**config.mk**
```make
export PLATFORM = sky130hd
export DESIGN_NAME = mmult_tile_sequencer
export DESIGN_NICKNAME = d
export VERILOG_FILES = /design/src/rtl/mmult_seq_pkg.sv /design/src/rtl/mmult_tile_sequencer_hs.sv /design/src/rtl/mmult_tile_sequencer.sv
export SDC_FILE = /design/constraint.sdc
export NUM_CORES = 1
export LEC_CHECK = 0
export CAP_MARGIN = 10
export CELL_PAD_IN_SITES_DETAIL_PLACEMENT = 1
export CELL_PAD_IN_SITES_GLOBAL_PLACEMENT = 1
export CORE_MARGIN = 3
export CORE_UTILIZATION = 42
export CTS_CLUSTER_DIAMETER = 100
export DETAILED_ROUTE_END_ITERATION = 8
export PLACE_DENSITY_LB_ADDON = 0.1
export SYNTH_ARGS = -nofsm -noshare
export SYNTH_HDL_FRONTEND = slang
export SYNTH_SLANG_ARGS = --single-unit
```
**constraint.sdc**
```tcl
create_clock -name clock -period 3.4 [get_ports clock]
set_clock_uncertainty 0.2 [all_clocks]
set_input_delay 0.68 -clock clock [delete_from_list [all_inputs] [get_ports clock]]
set_output_delay 0.68 -clock clock [all_outputs]
set_load 0.01 [all_outputs]
```
**src/rtl/mmult_seq_pkg.sv**
```systemverilog
// Shared types and helpers for the tiled matrix-multiply sequencer.
package mmult_seq_pkg;

    typedef enum logic [2:0] {
        IDLE    = 3'd0,
        INITC   = 3'd1,
        READ    = 3'd2,
        INITREG = 3'd3,
        SYS     = 3'd4,
        WRITEC  = 3'd5,
        DONE    = 3'd6
    } seq_state_e;

    // Child engine slots in the handshake vectors
    localparam int NUM_CH     = 6;
    localparam int CH_INITC   = 0;
    localparam int CH_READA   = 1;
    localparam int CH_READB   = 2;
    localparam int CH_INITREG = 3;
    localparam int CH_SYS     = 4;
    localparam int CH_WRITEC  = 5;

    typedef struct packed {
        logic [31:0] m;
        logic [31:0] n;
    } tile_pos_t;

    // Advance (m,n) in row-major tile order; n wraps and carries into m.
    function automatic tile_pos_t next_tile(input logic [31:0] m,
                                            input logic [31:0] n,
                                            input logic [31:0] n_tiles);
        tile_pos_t r;
        if (n == n_tiles - 32'd1) begin
            r.m = m + 32'd1;
            r.n = 32'd0;
        end else begin
            r.m = m;
            r.n = n + 32'd1;
        end
        return r;
    endfunction

endpackage

```
**src/rtl/mmult_tile_sequencer_hs.sv**
```systemverilog
// One ap_start/ap_done handshake: registered start plus a done-seen flag.
module mmult_child_hs (
    input  logic clock_i,
    input  logic reset_i,
    input  logic go_i,
    input  logic done_i,
    input  logic clear_i,
    output logic start_o,
    output logic seen_o,
    output logic accept_o
);

    logic start_q, start_d;
    logic seen_q, seen_d;

    // A done only counts while our start is high.
    assign accept_o = start_q & done_i;

    // Next-state for start (set by go, dropped on accepted done) and seen flag.
    always_comb begin
        start_d = start_q;
        seen_d  = seen_q;
        if (go_i) begin
            start_d = 1'b1;
        end else if (accept_o) begin
            start_d = 1'b0;
        end else begin
            start_d = start_q;
        end
        if (go_i || clear_i) begin
            seen_d = 1'b0;
        end else if (accept_o) begin
            seen_d = 1'b1;
        end else begin
            seen_d = seen_q;
        end
    end

    // Handshake state registers.
    always_ff @(posedge clock_i or posedge reset_i) begin
        if (reset_i) begin
            start_q <= 1'b0;
            seen_q  <= 1'b0;
        end else begin
            start_q <= start_d;
            seen_q  <= seen_d;
        end
    end

    assign start_o = start_q;
    assign seen_o  = seen_q;

endmodule

```
**src/rtl/mmult_tile_sequencer.sv**
```systemverilog
// Top-level control FSM sequencing the six mmult child engines over all tiles.
module mmult_tile_sequencer
    import mmult_seq_pkg::*;
#(
    parameter int M_TILES = 4,
    parameter int N_TILES = 4,
    parameter int K_TILES = 4,
    parameter int IDX_W   = 8
) (
    input  logic             clock,
    input  logic             reset,
    input  logic             ap_start,
    output logic             ap_done,
    output logic             ap_ready,
    output logic             ap_idle,
    output logic             initc_start,
    input  logic             initc_done,
    output logic             reada_start,
    input  logic             reada_done,
    output logic             readb_start,
    input  logic             readb_done,
    output logic             initreg_start,
    input  logic             initreg_done,
    output logic             sys_start,
    input  logic             sys_done,
    output logic             writec_start,
    input  logic             writec_done,
    output logic [IDX_W-1:0] m_idx,
    output logic [IDX_W-1:0] n_idx,
    output logic [IDX_W-1:0] k_idx
);

    localparam logic [IDX_W-1:0] M_LAST   = IDX_W'(M_TILES - 1);
    localparam logic [IDX_W-1:0] N_LAST   = IDX_W'(N_TILES - 1);
    localparam logic [IDX_W-1:0] K_LAST   = IDX_W'(K_TILES - 1);
    localparam logic [IDX_W-1:0] IDX_ZERO = {IDX_W{1'b0}};
    localparam logic [IDX_W-1:0] IDX_ONE  = IDX_W'(1);

    seq_state_e       state_q, state_d;
    logic [IDX_W-1:0] m_q, m_d, n_q, n_d, k_q, k_d;
    logic             ap_done_q, ap_done_d;
    logic             ap_idle_q, ap_idle_d;
    tile_pos_t        nt_s;

    logic [NUM_CH-1:0] go_s, clear_s, done_s, start_s, seen_s, accept_s, ok_s;

    assign done_s = {writec_done, sys_done, initreg_done, readb_done, reada_done, initc_done};

    for (genvar i = 0; i < NUM_CH; i++) begin : g_hs
        mmult_child_hs u_hs (
            .clock_i  (clock),
            .reset_i  (reset),
            .go_i     (go_s[i]),
            .done_i   (done_s[i]),
            .clear_i  (clear_s[i]),
            .start_o  (start_s[i]),
            .seen_o   (seen_s[i]),
            .accept_o (accept_s[i])
        );
    end

    // A child has finished if its done is accepted now or was latched earlier.
    assign ok_s = seen_s | accept_s;

    // Next-state, tile index and child-launch decode.
    always_comb begin
        state_d = state_q;
        m_d     = m_q;
        n_d     = n_q;
        k_d     = k_q;
        go_s    = {NUM_CH{1'b0}};
        clear_s = {NUM_CH{1'b0}};
        nt_s    = next_tile(32'(m_q), 32'(n_q), N_TILES);
        case (state_q)
            IDLE: begin
                if (ap_start) begin
                    state_d            = INITC;
                    m_d                = IDX_ZERO;
                    n_d                = IDX_ZERO;
                    k_d                = IDX_ZERO;
                    go_s[CH_INITC]     = 1'b1;
                end else begin
                    state_d = IDLE;
                end
            end
            INITC: begin
                if (ok_s[CH_INITC]) begin
                    state_d            = READ;
                    k_d                = IDX_ZERO;
                    clear_s[CH_INITC]  = 1'b1;
                    go_s[CH_READA]     = 1'b1;
                    go_s[CH_READB]     = 1'b1;
                end else begin
                    state_d = INITC;
                end
            end
            READ: begin
                // The two readers finish independently; leave once both have.
                if (ok_s[CH_READA] && ok_s[CH_READB]) begin
                    state_d             = INITREG;
                    clear_s[CH_READA]   = 1'b1;
                    clear_s[CH_READB]   = 1'b1;
                    go_s[CH_INITREG]    = 1'b1;
                end else begin
                    state_d = READ;
                end
            end
            INITREG: begin
                if (ok_s[CH_INITREG]) begin
                    state_d             = SYS;
                    clear_s[CH_INITREG] = 1'b1;
                    go_s[CH_SYS]        = 1'b1;
                end else begin
                    state_d = INITREG;
                end
            end
            SYS: begin
                if (ok_s[CH_SYS]) begin
                    clear_s[CH_SYS] = 1'b1;
                    if (k_q == K_LAST) begin
                        state_d           = WRITEC;
                        go_s[CH_WRITEC]   = 1'b1;
                    end else begin
                        state_d           = READ;
                        k_d               = k_q + IDX_ONE;
                        go_s[CH_READA]    = 1'b1;
                        go_s[CH_READB]    = 1'b1;
                    end
                end else begin
                    state_d = SYS;
                end
            end
            WRITEC: begin
                if (ok_s[CH_WRITEC]) begin
                    clear_s[CH_WRITEC] = 1'b1;
                    if ((n_q == N_LAST) && (m_q == M_LAST)) begin
                        state_d = DONE;
                    end else begin
                        state_d        = INITC;
                        m_d            = IDX_W'(nt_s.m);
                        n_d            = IDX_W'(nt_s.n);
                        k_d            = IDX_ZERO;
                        go_s[CH_INITC] = 1'b1;
                    end
                end else begin
                    state_d = WRITEC;
                end
            end
            DONE: begin
                // ap_start is deliberately not looked at here.
                state_d = IDLE;
            end
            default: begin
                state_d = IDLE;
            end
        endcase
        ap_done_d = (state_d == DONE);
        ap_idle_d = (state_d == IDLE);
    end

    // State, index and status registers.
    always_ff @(posedge clock or posedge reset) begin
        if (reset) begin
            state_q   <= IDLE;
            m_q       <= IDX_ZERO;
            n_q       <= IDX_ZERO;
            k_q       <= IDX_ZERO;
            ap_done_q <= 1'b0;
            ap_idle_q <= 1'b1;
        end else begin
            state_q   <= state_d;
            m_q       <= m_d;
            n_q       <= n_d;
            k_q       <= k_d;
            ap_done_q <= ap_done_d;
            ap_idle_q <= ap_idle_d;
        end
    end

    assign ap_done       = ap_done_q;
    assign ap_ready      = ap_done_q;
    assign ap_idle       = ap_idle_q;
    assign initc_start   = start_s[CH_INITC];
    assign reada_start   = start_s[CH_READA];
    assign readb_start   = start_s[CH_READB];
    assign initreg_start = start_s[CH_INITREG];
    assign sys_start     = start_s[CH_SYS];
    assign writec_start  = start_s[CH_WRITEC];
    assign m_idx         = m_q;
    assign n_idx         = n_q;
    assign k_idx         = k_q;

endmodule

```
==> Yosys cells after proc, flatten, opt, wreduce, memory -nomap -nowiden <==
Index checks and enable logic that the tools add are counted.
{ "word_totals": {"rom_bits": 0, "n_memories": 0, "inputBits": 9, "latch_bits": 0, "reg_bits": 41, "ramBits": 0} }
{ "op_classes": {"eq_ne": 16, "n_addsub": 3, "n_div": 0, "bitwise_logic": 7, "n_reduce_logical": 27, "magnitude_cmp": 0, "muxes": 70, "shifts": 0, "multipliers": 0} }
{ "op_table": {"columns": ["op", "count"], "rows": [
  ["$mux W8", 10],
  ["$mux W1", 42],
  ["$mux W40", 1],
  ["$pmux W8 S2", 2],
  ["$pmux W8 S4", 1],
  ["$reduce_bool A2 Y1", 13],
  ["$eq A8 B2 Y1 const B", 3],
  ["$pmux W3 S6", 1],
  ["$add A8 B1 Y8 const B", 2],
  ["$mux W3", 5],
  ["$ne A2 B2 Y1 const B", 7],
  ["$mux W2", 6],
  ["$add A8 B1 Y9 const B", 1],
  ["$eq A3 B3 Y1 const B", 3],
  ["$reduce_and A7 Y1", 1],
  ["$and A1 B1 Y1", 6],
  ["$eq A3 B2 Y1 const B", 2],
  ["$logic_not A3 Y1", 2],
  ["$logic_or A1 B1 Y1", 6],
  ["$or A6 B6 Y6", 1],
  ["$reduce_and A5 Y1", 1],
  ["$pmux W2 S2", 1],
  ["$reduce_and A4 Y1", 1],
  ["$reduce_bool A4 Y1", 1],
  ["other kinds (3)", 4]
]} }

==> Logic depth before layout (Yosys ltp) <==
Gate-level depths: netlist of the first run.
{ "depth": {"word_depth": 7, "depth_mapped": 7, "depth_no_buf": 6} }

==> Modules after synthesis <==
From an unflattened synthesis of the first run, not the netlist that was laid out.
{ "unflattened": {"cells_unflattened": 237, "area_unflattened_um2": 2337.2} }
{ "modules_own_cells": {"columns": ["module", "cells_per_inst", "n_inst", "area_each_um2", "seq_area_each_um2"], "rows": [
  ["mmult_tile_sequencer", 189, 1, 1811.7, 726.9],
  ["mmult_child_hs", 8, 6, 87.6, 50.0]
]} }

==> Worst setup path before layout of the first run <==
Ideal clock, no wire load.
{ "synth_path": {"path_type": "reg-to-reg", "from": "reg n_q[0], in the netlist n_idx[0]", "to": "reg m_q[6], in the netlist m_idx[6]", "path_stages_with_launch": 7, "slack_ps": 1266, "t_arrival_ps": 1857, "cell_sequence": "dfrtp_1 > ha_1 > or4b_4 > nor2_2 > nand4_1 > or4_1 > o21ai_1"} }
{ "synth_via": {"elab_chain_len": 4} }
{ "synth_rtl": {"columns": ["item", "line_no", "rtl"], "rows": [
  ["start: declaration", "mmult_tile_sequencer.sv:40", "logic [IDX_W-1:0] m_q, m_d, n_q, n_d, k_q, k_d;"],
  ["start signal: assignment", "mmult_tile_sequencer.sv:173", "n_q <= n_d;"],
  ["$eq A8 B2 Y1 (*)", "mmult_seq_pkg.sv:33, mmult_tile_sequencer.sv:136", null],
  ["$logic_and A1 B1 Y1", "mmult_tile_sequencer.sv:136", "if ((n_q == N_LAST) && (m_q == M_LAST)) begin"],
  ["$ne A2 B2 Y1 (no line)", null, null],
  ["$reduce_and A5 Y1 (no line) (*)", null, null],
  ["end signal: assignment", "mmult_tile_sequencer.sv:172", "m_q <= m_d;"],
  ["end: declaration", "mmult_tile_sequencer.sv:40", null]
]} }
Every way passes the cells marked *; elsewhere a longest branch is shown, timed or not.
A chain may end at the register's enable or synchronous reset.

==> Worst setup path after layout of the first run <==
{ "layout_path": {"from": "reg m_q[0], in the netlist m_idx[0]", "to": "reg n_q[4], in the netlist n_idx[4]"} }
{ "layout_via": {"elab_chain_len": 4} }
{ "layout_rtl": {"columns": ["item", "line_no"], "rows": [
  ["$eq A8 B2 Y1", "mmult_tile_sequencer.sv:136"],
  ["$logic_and A1 B1 Y1", "mmult_tile_sequencer.sv:136"],
  ["$ne A2 B2 Y1 (no line)", null],
  ["$reduce_and A4 Y1 (no line)", null]
]} }
No other way between the ends.

==> results.yml, run 1 <==
status:
  status: "finished, final reports clean"
clock_network:
  numCtsBuffers: 5
  ctsLongestPathBuffers: 2
  cts_tree: "built"
  postCtsResizedCells: 0
  cts_setup_buffers: 0
  insertion_delay_ps: 290
  clock-sinks: 41
  path_clk_slew_ps: 80
  cts-hold-fix-buffers: 0
  clockRootBuffer: "clkbuf_8"
  cts_htree_levels: 2
timing:
  final_hold_viol_count: 0
  fmax_mhz: 385
  fin_ws_ps: 806
  max_slew_margin: 0.500
  timing.hold.ws_ps: 304
  finalCritPeriodShare: 0.763
  rsz0062_at_grt: "no"
  worst_pin_slew_ps: 747
  setup_violations: 0
  fin_crit_ps: 2590
  finalMaxSlewViolations: 0
  setup_tns_ps: 0
setup_path:
  cp_slowest_stage_delay_ps: 690
  timing.rr.start: "m_idx[0]"
  path_max_fanout: 17
  cp-end-kind: "flop"
  slowest_stage: "a31oi_2"
  r2r_setup_slack_ps: 810
  rr_worst_depth: 6
  path_cells: "ha_1 -> nor4b_1 -> nand4_1 -> a31oi_2 -> o21ai_0 -> a21oi_1"
  cp.required_ps: 3420
  crit_path_start_kind: "flop"
  worstPathArrival_ps: 2620
  reg2reg_to: "n_idx[4]"
  crit_type: "flop to flop"
synthesis:
  yosys_most_used_dff: "dfrtp_1"
  synth_area_leaders: "dfrtp_1 (45%), a21oi_1 (4.5%), o21ai_1 (4.5%), nand2_1 (3.9%), nor2_1 (2.5%)"
  yosysWarnings: 0
  synth_top_area_cell: "dfrtp_1"
  netlist_instances: 238
  yosysMostFrequentCell: "dfrtp_1"
  ys_ff_latch: 41
  syn_nets: 250
  netlist_area_sq_mm: 0.00223
  seq_area_frac_synth: 0.460
  synth.top_cell.area_share: 0.448
  synth_cell_types: 56
  async_flop_share: 1.00
  ys_top_cells_by_count: "dfrtp_1 (40), nand2_1 (23), a21oi_1 (20), o21ai_1 (20), nor2_1 (15)"
  synth-edff-count: 0
  synth.avg_cell_area_sq_um: 9.38
job:
  max_cap_viol_count: 0
power_and_ir_drop:
  swShare: 0.374
  combPwrFrac: 0.349
  p_clk_frac: 0.203
  seqPwrFrac: 0.448
  peakVddDrop_uv: 346
  p_int_uw: 963
  switching_power_uw: 576
  cellPowerDensity_mw_per_mm2: 555
  leakage_nw: 1.17
layout:
  instances_no_fill: 347
  nFillCells: 598
  antennaDiodeCount: 0
  final_nets: 291
  area_delta_synth_final_pct: 24.2
  drive_above_1_share: 0.0964
  fin_area_sq_mm: 0.00277
grt:
  grtUsageTotal: 0.194
  grt_pass1_wl_mm: 9.74
  grt_pass1_vias: 1988
  antenna_found_initial: 0
  grt_overflow: 0
  grt_max_degree: 42
placement:
  place_inst: 339
  dp_slack_ps: 736
  hpwlAfterDp_mm: 3.92
  place_congestion: 0.778
  io_buffers: 41
  postPlaceCellArea_sq_mm: 0.00269
route:
  via_count: 1983
  drt_first_pass_iters: 4
  drt-total-wl_mm: 5.42
  wl_per_cell_microns: 15.6
  drt_iter0_markers: 58
  drc: 0
  ant_nets: 0
  via_per_inst: 5.71
floorplanning:
  core_area_sq_mm: 0.00494
  dieArea_sq_mm: 0.00623
  rows: 25
  fp.dieW_microns: 78.9
  initial_utilization: 0.452
  dieHeight_microns: 78.9
  ioPinCount: 42
worst_hold_path:
  hp-start: "m_idx[7]"
  worstHoldPathType: "flop to flop"
  holdPathEnd: "m_idx[7]"
  min_path_cells: 1
[worst max-delay path by stage]
stage,from,to,cells past startpoint
4_1_cts,m_idx[0],n_idx[4],6
2_1_floorplan,n_idx[0],m_idx[6],6
3_5_place_dp,writec_done,m_idx[6],5
5_1_grt,n_idx[0],n_idx[6],6
6_report,m_idx[0],n_idx[4],6
3_3_place_gp,writec_done,m_idx[6],5
[critical path, delay by kind of cell (launching register included)]
kind | cells | cell delay (ps)
DFF | 1 | 420
and+or+nand+nor | 2 | 630
AOI/OAI and AO/OA | 3 | 1040
adders and majority gates | 1 | 230
[kinds of logic after synthesis]
group,Yosys count,synth area share
compound gates,72,0.201
xor+xnor,1,0.00392
fa+ha+maj,3,0.0168
buf+inv,20,0.0404
flops,41,0.460
mux,1,0.00448
simple gates,100,0.274
[registers in the layout, summed over array words and instances, names as in the netlist]
name and cells:
k_idx 8, n_idx 8, g_hs.u_hs.seen_o 6, state_q 3, g_hs.u_hs.start_o 6, ap_done 1
m_idx 8, ap_idle 1
[stage by stage]
| stage | utilization | power, mW |
|---|---|---|
| after floorplan | - | 1.08 |
| after global placement | 0.544 | 1.22 |
| after detailed placement | 0.544 | 1.24 |
| after CTS | 0.561 | 1.56 |
| after global routing | 0.561 | 1.66 |
| final | 0.561 | 1.54 |
[power by group through the flow]
stage | logic (mW) | registers [mW] | clock network (mW)
floorplan | 0.417 | 0.661 | 0
global placement | 0.530 | 0.694 | 0
detailed placement | 0.540 | 0.700 | 0
CTS | 0.546 | 0.692 | 0.324
global route | 0.604 | 0.711 | 0.343
finish | 0.537 | 0.690 | 0.312
[per-layer routing]
layer,up-vias,track usage,share of wire
met5,-,0,0
met4,0,0.0515,0.011
met3,5,0.0363,0.028
met2,31,0.302,0.46
met1,989,0.277,0.50
li1,958,-,-
[final cells by class]
class                           instances  area [sq um]  area share
Tap cell                               67          83.8      0.0302
Clock inverter                          2          10.0     0.00361
Multi-Input combinational cell        177          1110       0.402
Inverter                               12          45.0      0.0163
Clock buffer                            6          72.6      0.0262
Sequential cell                        41          1030       0.371
Timing Repair Buffer                   42           418       0.151
[cell usage in the layout, fill, tap and decap left out, drive strengths merged, types with 3 or more instances in the layout]
cell / n
ha: 3
o31ai: 3
nor2: 16
and3: 6
clkbuf: 6
nor4b: 4
a21oi: 21
o21ai: 26
nand4: 4
dfrtp: 40
nor3: 10
a31oi: 6
a21o: 5
inv: 12
nor3b: 3
nand3: 7
nor4: 3
clkdlybuf4s50: 41
nand2: 23
or3: 8
No activity file was read; power rests on OpenSTA's default activity.
==> inputs of run 2 (changes only) <==
- CORE_UTILIZATION: 42 -> 39
- clock period: 3.4 -> 2.7 ns (I/O delays scaled with it)
==> results.yml, run 2 (same netlist as run 1, synthesis figures left out) <==
timing:
  worst_pin_slew_ps: 531
  rsz0062_at_grt: "no"
  final_hold_viol_count: 0
  fin_crit_ps: 2360
  setup_tns_ps: 0
  fmax_mhz: 424
  finalCritPeriodShare: 0.873
  finalMaxSlewViolations: 0
  setup_violations: 0
  timing.hold.ws_ps: 314
  max_slew_margin: 0.646
power_and_ir_drop:
  peakVddDrop_uv: 544
  cellPowerDensity_mw_per_mm2: 735
  leakage_nw: 1.20
  p_total_mw: 2.09
clock_network:
  cts-hold-fix-buffers: 0
  cts_htree_levels: 2
  clock-sinks: 41
  cts_tree: "built"
  cts_setup_buffers: 0
  ctsLongestPathBuffers: 2
  insertion_delay_ps: 290
  numCtsBuffers: 5
  clockRootBuffer: "clkbuf_8"
  path_clk_slew_ps: 80
layout:
  drive_above_1_share: 0.109
  post-route-util: 0.537
  antennaDiodeCount: 0
  fin_area_sq_mm: 0.00285
  final_cell_mix: "clkdlybuf4s50_1 (41), dfrtp_1 (40), nand2_1 (23), a21oi_1 (20), o21ai_1 (20)"
  multi_input_area_sq_mm: 0.00112
  area_delta_synth_final_pct: 27.6
  final_common_cell: "clkdlybuf4s50_1"
  register_area_sq_mm: 0.00103
  nFillCells: 631
  final_nets: 295
floorplanning:
  rows: 26
  dieArea_sq_mm: 0.00667
  fp.dieW_microns: 81.7
  dieHeight_microns: 81.7
  core_area_sq_mm: 0.00530
  ioPinCount: 42
  initial_utilization: 0.421
setup_path:
  worstPathArrival_ps: 2340
  crit_path_start_kind: "flop"
  cp-end-kind: "flop"
  path_max_fanout: 13
  crit_type: "flop to flop"
  cp.required_ps: 2680
grt:
  grt_pass1_vias: 2030
  antenna_found_initial: 0
  grt_pass1_wl_mm: 9.79
  grtUsageTotal: 0.188
  grt_overflow: 0
  grt_max_degree: 42
route:
  via_per_inst: 5.66
  drc: 0
  via_count: 2003
  drt_first_pass_iters: 4
  ant_nets: 0
  wl_per_cell_microns: 15.9
  drt-total-wl_mm: 5.65
  drt_iter0_markers: 72
placement:
  postPlaceCellArea_sq_mm: 0.00272
  hpwlAfterDp_mm: 4.09
  place_congestion: 0.793
  io_buffers: 41
worst_hold_path:
  worstHoldPathType: "flop to flop"
status:
  status: "finished, final reports clean"
job:
  max_cap_viol_count: 0
==> run 2: area by class of cell <==
cell class / instances / area share
well taps: 70 / 0.0308
flip-flops and latches: 41 / 0.361
clock inverters: 1 / 0.0105
multi-input cells: 177 / 0.395
clock buffers: 7 / 0.0303
inverters: 12 / 0.0158
repair buffers: 46 / 0.157
==> run 2: path summary, 6_finish.rpt <==
check,from,end,slack [ps],depth (start not counted)
hold reg to reg,m_idx[7],m_idx[7],310,1
min in group asynchronous,reset,m_idx[3],480,3
max in group asynchronous,reset,m_idx[6],1440,3
setup reg to reg,state_q[1],m_idx[0],340,5
setup / recovery,state_q[1],m_idx[0],340,5
hold / removal,m_idx[7],m_idx[7],310,1
==> run 2: what timing repair did <==
item	in CTS	in global routing
resized for setup	0	1
endpoints found under the setup margin	0	10
hold endpoints to repair	0	0
==> run 2: routing by layer <==
layer / share of wire / GRT usage / wire, microns
met3: 0.035 / 0.0384 / 199
met5: 0 / 0 / 0
met4: 0.0057 / 0.0365 / 32
met2: 0.45 / 0.290 / 2550
met1: 0.51 / 0.273 / 2860
==> run 2: stage by stage <==
step	std cells	setup slack [ps]
finish	354	342
global route	354	111
CTS	354	111
detailed placement	346	148
global placement	346	227
floorplan	238	566
==> run 2: worst max-delay path, stage by stage (launching register included) <==
cell and delay [ps]:
dfrtp_1 570, nand3b_1 390, a21oi_1 440, a211o_1 380, nor3_1 100, a21o_1 160
==> run 2: report_power, final <==
group | internal (mW) | leakage, nW | switching (mW)
logic | 0.326 | 0.591 | 0.405
clock network | 0.302 | 0.0585 | 0.210
registers | 0.726 | 0.554 | 0.123
total | 1.35 | 1.20 | 0.738
